[config.mk]
export PLATFORM = sky130hd
export DESIGN_NAME = hdmi_video_timing_flat
export DESIGN_NICKNAME = d
export VERILOG_FILES = /design/src/rtl/video_pkg.sv /design/src/rtl/hdmi_video_timing_if.sv /design/src/rtl/hdmi_video_timing_sync_counter.sv /design/src/rtl/hdmi_video_timing.sv /design/src/flat_wrapper.sv
export SDC_FILE = /design/constraint.sdc
export NUM_CORES = 1
export LEC_CHECK = 0
export CAP_MARGIN = 15
export CORE_UTILIZATION = 45
export CTS_BUF_LIST = sky130_fd_sc_hd__clkbuf_2 sky130_fd_sc_hd__clkbuf_4 sky130_fd_sc_hd__clkbuf_8
export DETAILED_ROUTE_END_ITERATION = 6
export PLACE_DENSITY = 0.85
export SLEW_MARGIN = 30
export SYNTH_ARGS = -nofsm -noshare
export SYNTH_HDL_FRONTEND = slang
export SYNTH_SLANG_ARGS = --single-unit
[constraint.sdc]
create_clock -name video_clk -period 5.4 [get_ports video_clk]
set_clock_uncertainty 0.1 [all_clocks]
set_input_delay 1.08 -clock video_clk [delete_from_list [all_inputs] [get_ports video_clk]]
set_output_delay 1.08 -clock video_clk [all_outputs]
set_load 0.01 [all_outputs]
[src/rtl/video_pkg.sv]
// Shared raster timing constants and pixel types for the 640x480@60 video path.
package video_pkg;

  typedef logic [9:0]  cnt_t;
  typedef logic [23:0] rgb_t;

  localparam cnt_t H_VISIBLE = 10'd640;
  localparam cnt_t H_FP      = 10'd16;
  localparam cnt_t H_SYNC    = 10'd96;
  localparam cnt_t H_BP      = 10'd48;
  localparam cnt_t H_TOTAL   = H_VISIBLE + H_FP + H_SYNC + H_BP;

  localparam cnt_t V_VISIBLE = 10'd480;
  localparam cnt_t V_FP      = 10'd10;
  localparam cnt_t V_SYNC    = 10'd2;
  localparam cnt_t V_BP      = 10'd33;
  localparam cnt_t V_TOTAL   = V_VISIBLE + V_FP + V_SYNC + V_BP;

  localparam cnt_t H_SYNC_START = H_VISIBLE + H_FP;
  localparam cnt_t H_SYNC_END   = H_SYNC_START + H_SYNC;
  localparam cnt_t V_SYNC_START = V_VISIBLE + V_FP;
  localparam cnt_t V_SYNC_END   = V_SYNC_START + V_SYNC;

  localparam int unsigned PPU_WIDTH  = 320;
  localparam int unsigned PPU_HEIGHT = 240;

  function automatic logic in_window(input cnt_t pos, input cnt_t lo, input cnt_t hi);
    return (pos >= lo) && (pos < hi);
  endfunction

endpackage

[src/rtl/hdmi_video_timing_if.sv]
// Parallel VGA-style bus from the raster generator to the HDMI transmitter.
interface hdmi_video_timing_if;
  import video_pkg::*;

  logic vga_pclk;
  logic vga_de;
  logic vga_hs;
  logic vga_vs;
  rgb_t vga_rgb;

  modport master (output vga_pclk, output vga_de, output vga_hs, output vga_vs, output vga_rgb);
  modport slave  (input  vga_pclk, input  vga_de, input  vga_hs, input  vga_vs, input  vga_rgb);

endinterface

[src/rtl/hdmi_video_timing_sync_counter.sv]
// Raster position counters and the stage-0 de/hsync/vsync decode.
module video_sync_counter
  import video_pkg::*;
(
  input  logic clk,
  input  logic rst_n,
  output cnt_t hcount,
  output cnt_t vcount,
  output logic de,
  output logic hs,
  output logic vs
);

  cnt_t hcount_r;
  cnt_t vcount_r;

  // Raster position; the line counter advances on the last pixel of each line.
  always_ff @(posedge clk or negedge rst_n) begin
    if (!rst_n) begin
      hcount_r <= 10'd0;
      vcount_r <= 10'd0;
    end else begin
      if (hcount_r == H_TOTAL - 10'd1) begin
        hcount_r <= 10'd0;
        if (vcount_r == V_TOTAL - 10'd1) begin
          vcount_r <= 10'd0;
        end else begin
          vcount_r <= vcount_r + 10'd1;
        end
      end else begin
        hcount_r <= hcount_r + 10'd1;
      end
    end
  end

  // Stage-0 timing decode, syncs are active-low.
  always_comb begin
    de = (hcount_r < H_VISIBLE) && (vcount_r < V_VISIBLE);
    hs = !in_window(hcount_r, H_SYNC_START, H_SYNC_END);
    vs = !in_window(vcount_r, V_SYNC_START, V_SYNC_END);
  end

  assign hcount = hcount_r;
  assign vcount = vcount_r;

endmodule

[src/rtl/hdmi_video_timing.sv]
// 640x480 raster generator with 2x2 pixel doubling of the PPU's 320x240 row buffer,
// a three-stage RAM/palette pipeline and PPU pacing strobes.
module hdmi_video_timing
  import video_pkg::*;
(
  input  logic                 video_clk,
  input  logic                 rst_n,
  hdmi_video_timing_if.master  vga,
  output logic [8:0]           rowram_rdaddr,
  input  logic [9:0]           rowram_rddata,
  output logic [9:0]           color_rdaddr,
  input  rgb_t                 color_rddata,
  output logic                 rowram_swap,
  output logic                 vblank_start,
  output logic                 vblank_end_soon,
  output logic [7:0]           next_row
);

  cnt_t       hcount_s;
  cnt_t       vcount_s;
  logic       de_s;
  logic       hs_s;
  logic       vs_s;
  logic       swap_s;
  logic       vbs_s;
  logic       vbe_s;
  logic [7:0] next_row_s;

  logic [1:0] de_pipe_r;
  logic [1:0] hs_pipe_r;
  logic [1:0] vs_pipe_r;
  logic       vga_de_r;
  logic       vga_hs_r;
  logic       vga_vs_r;
  rgb_t       vga_rgb_r;
  logic       swap_r;
  logic       vbs_r;
  logic       vbe_r;
  logic [7:0] next_row_r;

  video_sync_counter u_sync (
    .clk    (video_clk),
    .rst_n  (rst_n),
    .hcount (hcount_s),
    .vcount (vcount_s),
    .de     (de_s),
    .hs     (hs_s),
    .vs     (vs_s)
  );

  // Stage-0 row RAM address and next-cycle strobe values.
  always_comb begin
    if (hcount_s < H_VISIBLE) begin
      rowram_rdaddr = hcount_s[9:1];
    end else begin
      rowram_rdaddr = 9'd0;
    end
    // Swap on the last pixel of the odd line of each doubled pair, plus before line 0.
    swap_s = (hcount_s == H_TOTAL - 10'd1) &&
             ((vcount_s[0] && (vcount_s < V_VISIBLE - 10'd1)) || (vcount_s == V_TOTAL - 10'd1));
    vbs_s  = (hcount_s == 10'd0) && (vcount_s == V_VISIBLE);
    vbe_s  = (hcount_s == 10'd0) && (vcount_s == V_TOTAL - 10'd2);
    if (vcount_s < V_VISIBLE - 10'd2) begin
      next_row_s = vcount_s[8:1] + 8'd1;
    end else begin
      next_row_s = 8'd0;
    end
  end

  assign color_rdaddr = rowram_rddata;

  // Delay de/hs/vs to line up with the palette output and register the pins.
  always_ff @(posedge video_clk or negedge rst_n) begin
    if (!rst_n) begin
      de_pipe_r <= 2'b00;
      hs_pipe_r <= 2'b11;
      vs_pipe_r <= 2'b11;
      vga_de_r  <= 1'b0;
      vga_hs_r  <= 1'b1;
      vga_vs_r  <= 1'b1;
      vga_rgb_r <= 24'h000000;
    end else begin
      de_pipe_r <= {de_pipe_r[0], de_s};
      hs_pipe_r <= {hs_pipe_r[0], hs_s};
      vs_pipe_r <= {vs_pipe_r[0], vs_s};
      vga_de_r  <= de_pipe_r[1];
      vga_hs_r  <= hs_pipe_r[1];
      vga_vs_r  <= vs_pipe_r[1];
      vga_rgb_r <= de_pipe_r[1] ? color_rddata : 24'h000000;
    end
  end

  // PPU pacing strobes and next-row index.
  always_ff @(posedge video_clk or negedge rst_n) begin
    if (!rst_n) begin
      swap_r     <= 1'b0;
      vbs_r      <= 1'b0;
      vbe_r      <= 1'b0;
      next_row_r <= 8'd0;
    end else begin
      swap_r     <= swap_s;
      vbs_r      <= vbs_s;
      vbe_r      <= vbe_s;
      next_row_r <= next_row_s;
    end
  end

  assign vga.vga_pclk    = ~video_clk;
  assign vga.vga_de      = vga_de_r;
  assign vga.vga_hs      = vga_hs_r;
  assign vga.vga_vs      = vga_vs_r;
  assign vga.vga_rgb     = vga_rgb_r;
  assign rowram_swap     = swap_r;
  assign vblank_start    = vbs_r;
  assign vblank_end_soon = vbe_r;
  assign next_row        = next_row_r;

endmodule

[src/flat_wrapper.sv]
// flat-port wrapper written by rule: the top's interface ports become plain ports
module hdmi_video_timing_flat import video_pkg::*;
  (video_clk, rst_n, rowram_rdaddr, rowram_rddata, color_rdaddr, color_rddata, rowram_swap, vblank_start, vblank_end_soon, next_row, vga_vga_pclk, vga_vga_de, vga_vga_hs, vga_vga_vs, vga_vga_rgb);
  hdmi_video_timing_if vga_i ();
  input  logic video_clk;
  input  logic rst_n;
  output logic [8:0] rowram_rdaddr;
  input  logic [9:0] rowram_rddata;
  output logic [9:0] color_rdaddr;
  input  rgb_t color_rddata;
  output logic rowram_swap;
  output logic vblank_start;
  output logic vblank_end_soon;
  output logic [7:0] next_row;
  output wire logic [$bits(vga_i.vga_pclk)-1:0] vga_vga_pclk;
  output wire logic [$bits(vga_i.vga_de)-1:0] vga_vga_de;
  output wire logic [$bits(vga_i.vga_hs)-1:0] vga_vga_hs;
  output wire logic [$bits(vga_i.vga_vs)-1:0] vga_vga_vs;
  output wire logic [$bits(vga_i.vga_rgb)-1:0] vga_vga_rgb;
  assign vga_vga_pclk = vga_i.vga_pclk;
  assign vga_vga_de = vga_i.vga_de;
  assign vga_vga_hs = vga_i.vga_hs;
  assign vga_vga_vs = vga_i.vga_vs;
  assign vga_vga_rgb = vga_i.vga_rgb;
  hdmi_video_timing u_core (.video_clk(video_clk), .rst_n(rst_n), .vga(vga_i), .rowram_rdaddr(rowram_rdaddr), .rowram_rddata(rowram_rddata), .color_rdaddr(color_rdaddr), .color_rddata(color_rddata), .rowram_swap(rowram_swap), .vblank_start(vblank_start), .vblank_end_soon(vblank_end_soon), .next_row(next_row));
endmodule
== Word-level counts from Yosys, hierarchy flattened ==
Cells that the tools add are included.

* Divide/modulo/power cells: 0
* Muxes and demuxes: 5
* Multipliers: 0
* Reduce and logical (&&, ||, !) cells: 11
* Add/sub/neg operators: 3
* Shifts and indexed selects: 0
* $lt $le $gt $ge: 8
* Equal/unequal tests: 4
* Bitwise operators: 1

{| class="wikitable"
|+ Operator list
! operator !! number
|-
| $lt 10x9->1 const B || 4
|-
| $eq 10x10->1 const B || 3
|-
| $mux 24 || 1
|-
| $add 10x1->10 const B || 2
|-
| $lt 10x10->1 const B || 2
|-
| $mux 10 || 2
|-
| $eq 10x9->1 const B || 1
|-
| $ge 10x10->1 const B || 1
|-
| $ge 10x9->1 const B || 1
|-
| $logic_not 10->1 || 1
|-
| $mux 9 || 1
|-
| $add 8x1->8 const B || 1
|-
| $mux 8 || 1
|-
| $logic_and 1x1->1 || 7
|-
| $logic_not 1->1 || 2
|-
| $logic_or 1x1->1 || 1
|-
| $not 1->1 || 1
|}

* ROM bits: 0
* Bits in writable memories: 0
* Bits in latches: 0
* Output and inout bits: 58
* Register bits after elaboration: 64
* Memories kept: 0
* Input port bits: 36
* Logic and storage cells: 45

== Depth between registers and ports, before layout ==
* Word-level depth: 4
* Mapped depth: 6
* Mapped depth without buffers: 6

== By module ==
A second synthesis with hierarchy kept.

* Cell total of the unflattened synthesis: 244
* Area, all modules: 2,767.7 um2

{| class="wikitable"
|+ Modules (own cells, without submodules)
! module !! sequential area each (um2) !! times used !! area an instance (um2) !! cells an instance
|-
| hdmi_video_timing || 1,108.6 || 1 || 1,704.1 || 139
|-
| video_sync_counter || 500.5 || 1 || 1,063.5 || 105
|}

==> metrics.txt <==
cell family with the largest share of critical-path delay=buffers and inverters; top metal layer carrying routed signals=met4; setup TNS=0 ps; Slowest Stage Delay on Critical Path=520 ps; Final #Nets=346; Pwr per Cell Area=261 nW/um^2; count of buffer and inverter cells on the critical path=4; count of cells resized by post-cts repair=0; share of final-layout standard cells stronger than drive strength 1=8.09%; top cells by count, synth=dfrtp_1, and2_1, nor2_1; die width=79.3 microns; post-synth top area cell=dfrtp_1; number of global-route vias before repair=approximately 2000; Syn Area/Cell=11.2 sq um; worst slew slack as a fraction of its limit=around 48%; Least-Margin Pin Slew=776 ps; synthesized instance count=240; synthesis warning total=0; chain of cells forming the critical path=clkbuf_8 -> clkbuf_8 -> inv_1 -> clkdlybuf4s50_1; # diodes=0; number of nets in the synthesized netlist=282; Sw Share=23.2%; initial antenna violation count=0; Crit. End Element=primary output; latest clock arrival within the worst-skew pair=around 340 ps; clock root cell=clkbuf_8; post-DR wirelength/cell=14.2 microns; internal portion of total power=just over 0.0007 W; combinational fraction of design power=6.1%; Max Transition Viols Final=0; die height=79.3 microns; Total Die Area=6290 sq um; P_leak=1.53 nW; remaining antenna violation count after routing=0; maximum level of the CTS H-tree=3; met3 wirelength from detailed routing=466 microns; DR pass1 iterations=4; worst min-delay path category=reg -> reg; overall global routing resource usage=between 10% and 20%; total half-perimeter wirelength after legalization and detailed placement=3.69 mm; R2R depth=4; arrival time of the worst setup path=3590 ps; IO Count=94; count of standard-cell rows=27; final-report hold violation count=0; area share of the largest cell type after synthesis=54.0%; top_reg_cell synth=dfrtp_1; number of max-cap violations=0; area inside the core boundary=5640 sq um; Crit Path Category=clk -> out; Setup Buffers After CTS=0; run status=finished clean; routed via count divided by cell count=slightly above 5; synthesis-stage register bit count=between 60 and 70; asr flop ratio synth=100%; Min Hold Slack=257 ps; number of cells on the worst hold path=0; area growth from synthesis to layout=32.2%; Met1 Wirelength=2.43 mm; clock transition at the registers of the reported paths=70 ps; number of buffers inserted by hold repair at cts=0; wire length of the first global-routing pass=9.04 mm; starting density of the core=47.7%; power consumption=approximately 0.00093 W; pin count of the biggest net entering global routing=65; total gr overflow=0; Critical Path Most Common Cell=clkbuf_8; share of total power in sequential cells=52.8%; maximum VDD drop=0.000177 V; met2 wire length=between 2 and 2.5 mm; cell at the slowest stage of the critical path=clkdlybuf4s50_1; Switch Pwr=approximately 0.00022 W; drt initial violations=127; clock group share of total power=~41%; fillers=412; placer congestion estimate=0.911; category of the worst setup path launch point=clock port; cts bufs inserted=9; CTS max path bufs=2; Worst Path Max Fanout=11; input/output buffers=73; clock tree from TritonCTS=built; number of logic stages on the critical path including buffering=4; Unique masters post-synth=31; sequential share of the synthesized area=59.8%; Final setup violation count=0; cell types occupying the most area after synthesis=dfrtp_1, and2_1, dfstp_2; routed wire length=5.43 mm; vias=1966; Cell Area, Synth=2690 sq um; dominant cell by count in the synthesized netlist=dfrtp_1; EDFF count, synth=0; RSZ-0062 raised after global routing=no; data required time of the critical path=4220 ps; number of remaining DRC errors=0
## path summary, 6_finish.rpt
kind	start	to	slack, ps
setup / recovery	video_clk	vga_vga_pclk	630
hold / removal	u_core.vs_pipe_r[1]	u_core.vga.vga_vs	260
setup reg to reg	u_core.u_sync.hcount[7]	u_core.u_sync.vcount[9]	3050
hold reg to reg	u_core.vs_pipe_r[1]	u_core.vga.vga_vs	260
max in group asynchronous	rst_n	u_core.vga.vga_rgb[19]	3890
min in group asynchronous	rst_n	u_core.vga.vga_rgb[5]	800
## kinds of logic (layout without fill, tap and decap cells)
kind of cell | after synthesis | in the layout | share of synthesized area (%)
AO/OA/AOI/OAI | 21 | 21 | 4.42
buffers and inverters | 28 | 97 | 5.91
AND/OR/NAND/NOR | 105 | 105 | 21.9
XOR/XNOR | 16 | 16 | 5.21
adder cells (fa/ha/maj) | 6 | 6 | 2.79
flip-flops | 64 | 64 | 59.8
## layout by cell type, fill, tap and decap left out, drive strengths merged, types with 7 or more instances in the layout
master         netlist  final
clkdlybuf4s50        0     72
dfrtp               58     58
and2                31     31
nor2                17     17
nand3               12     12
o21ai               10     10
nand2               10     10
clkbuf               8     10
xor2                 9      9
inv                  7      9
xnor2                7      7
## flip-flops by register name, indices dropped and copies added, names as in the netlist
register                flops
u_core.hs_pipe_r            2
u_core.vblank_end_soon      1
u_core.de_pipe_r            2
u_core.u_sync.hcount       10
u_core.vga.vga_hs           1
u_core.rowram_swap          1
u_core.vs_pipe_r            2
u_core.vga.vga_rgb         24
u_core.vga.vga_vs           1
u_core.u_sync.vcount       10
u_core.next_row             8
u_core.vblank_start         1
u_core.vga.vga_de           1
## power groups by stage
| stage | clock network [W] | logic, W | registers (W) |
|---|---|---|---|
| floorplan | 0.00000728 | 0.0000137 | 0.000505 |
| global placement | 0.0000214 | 0.0000560 | 0.000500 |
| detailed placement | 0.0000214 | 0.0000571 | 0.000500 |
| CTS | 0.000390 | 0.0000574 | 0.000491 |
| global route | 0.000420 | 0.0000616 | 0.000491 |
| finish | 0.000382 | 0.0000563 | 0.000491 |
## area by class of cell
| type | instances | area (sq um) | area share [%] |
|---|---|---|---|
| inverters | 6 | 22.5 | 0.633 |
| repair buffers | 73 | 723 | 20.3 |
| flip-flops and latches | 64 | 1610 | 45.2 |
| multi-input cells | 148 | 927 | 26.1 |
| clock buffers | 11 | 148 | 4.15 |
| well taps | 72 | 90.1 | 2.53 |
| clock inverters | 7 | 37.5 | 1.06 |
## per-layer routing
metal  up-vias  GRT usage, %
li1        917             -
met2       112          29.5
met5         -             0
met1       922          24.7
met4         0          8.91
met3        15          6.32
## metrics by stage
step | utilization, % | std cells | worst slack, ps | area, sq um
final | 63.1 | 381 | 628 | 3560
after global routing | 63.1 | 381 | 594 | 3560
after CTS | 63.1 | 381 | 612 | 3560
after detailed placement | 60.0 | 365 | 979 | 3390
after global placement | 59.9 | 365 | 979 | 3380
after floorplan | - | 240 | 1450 | 2690
Note: power is estimated with default switching activity, not from simulation.
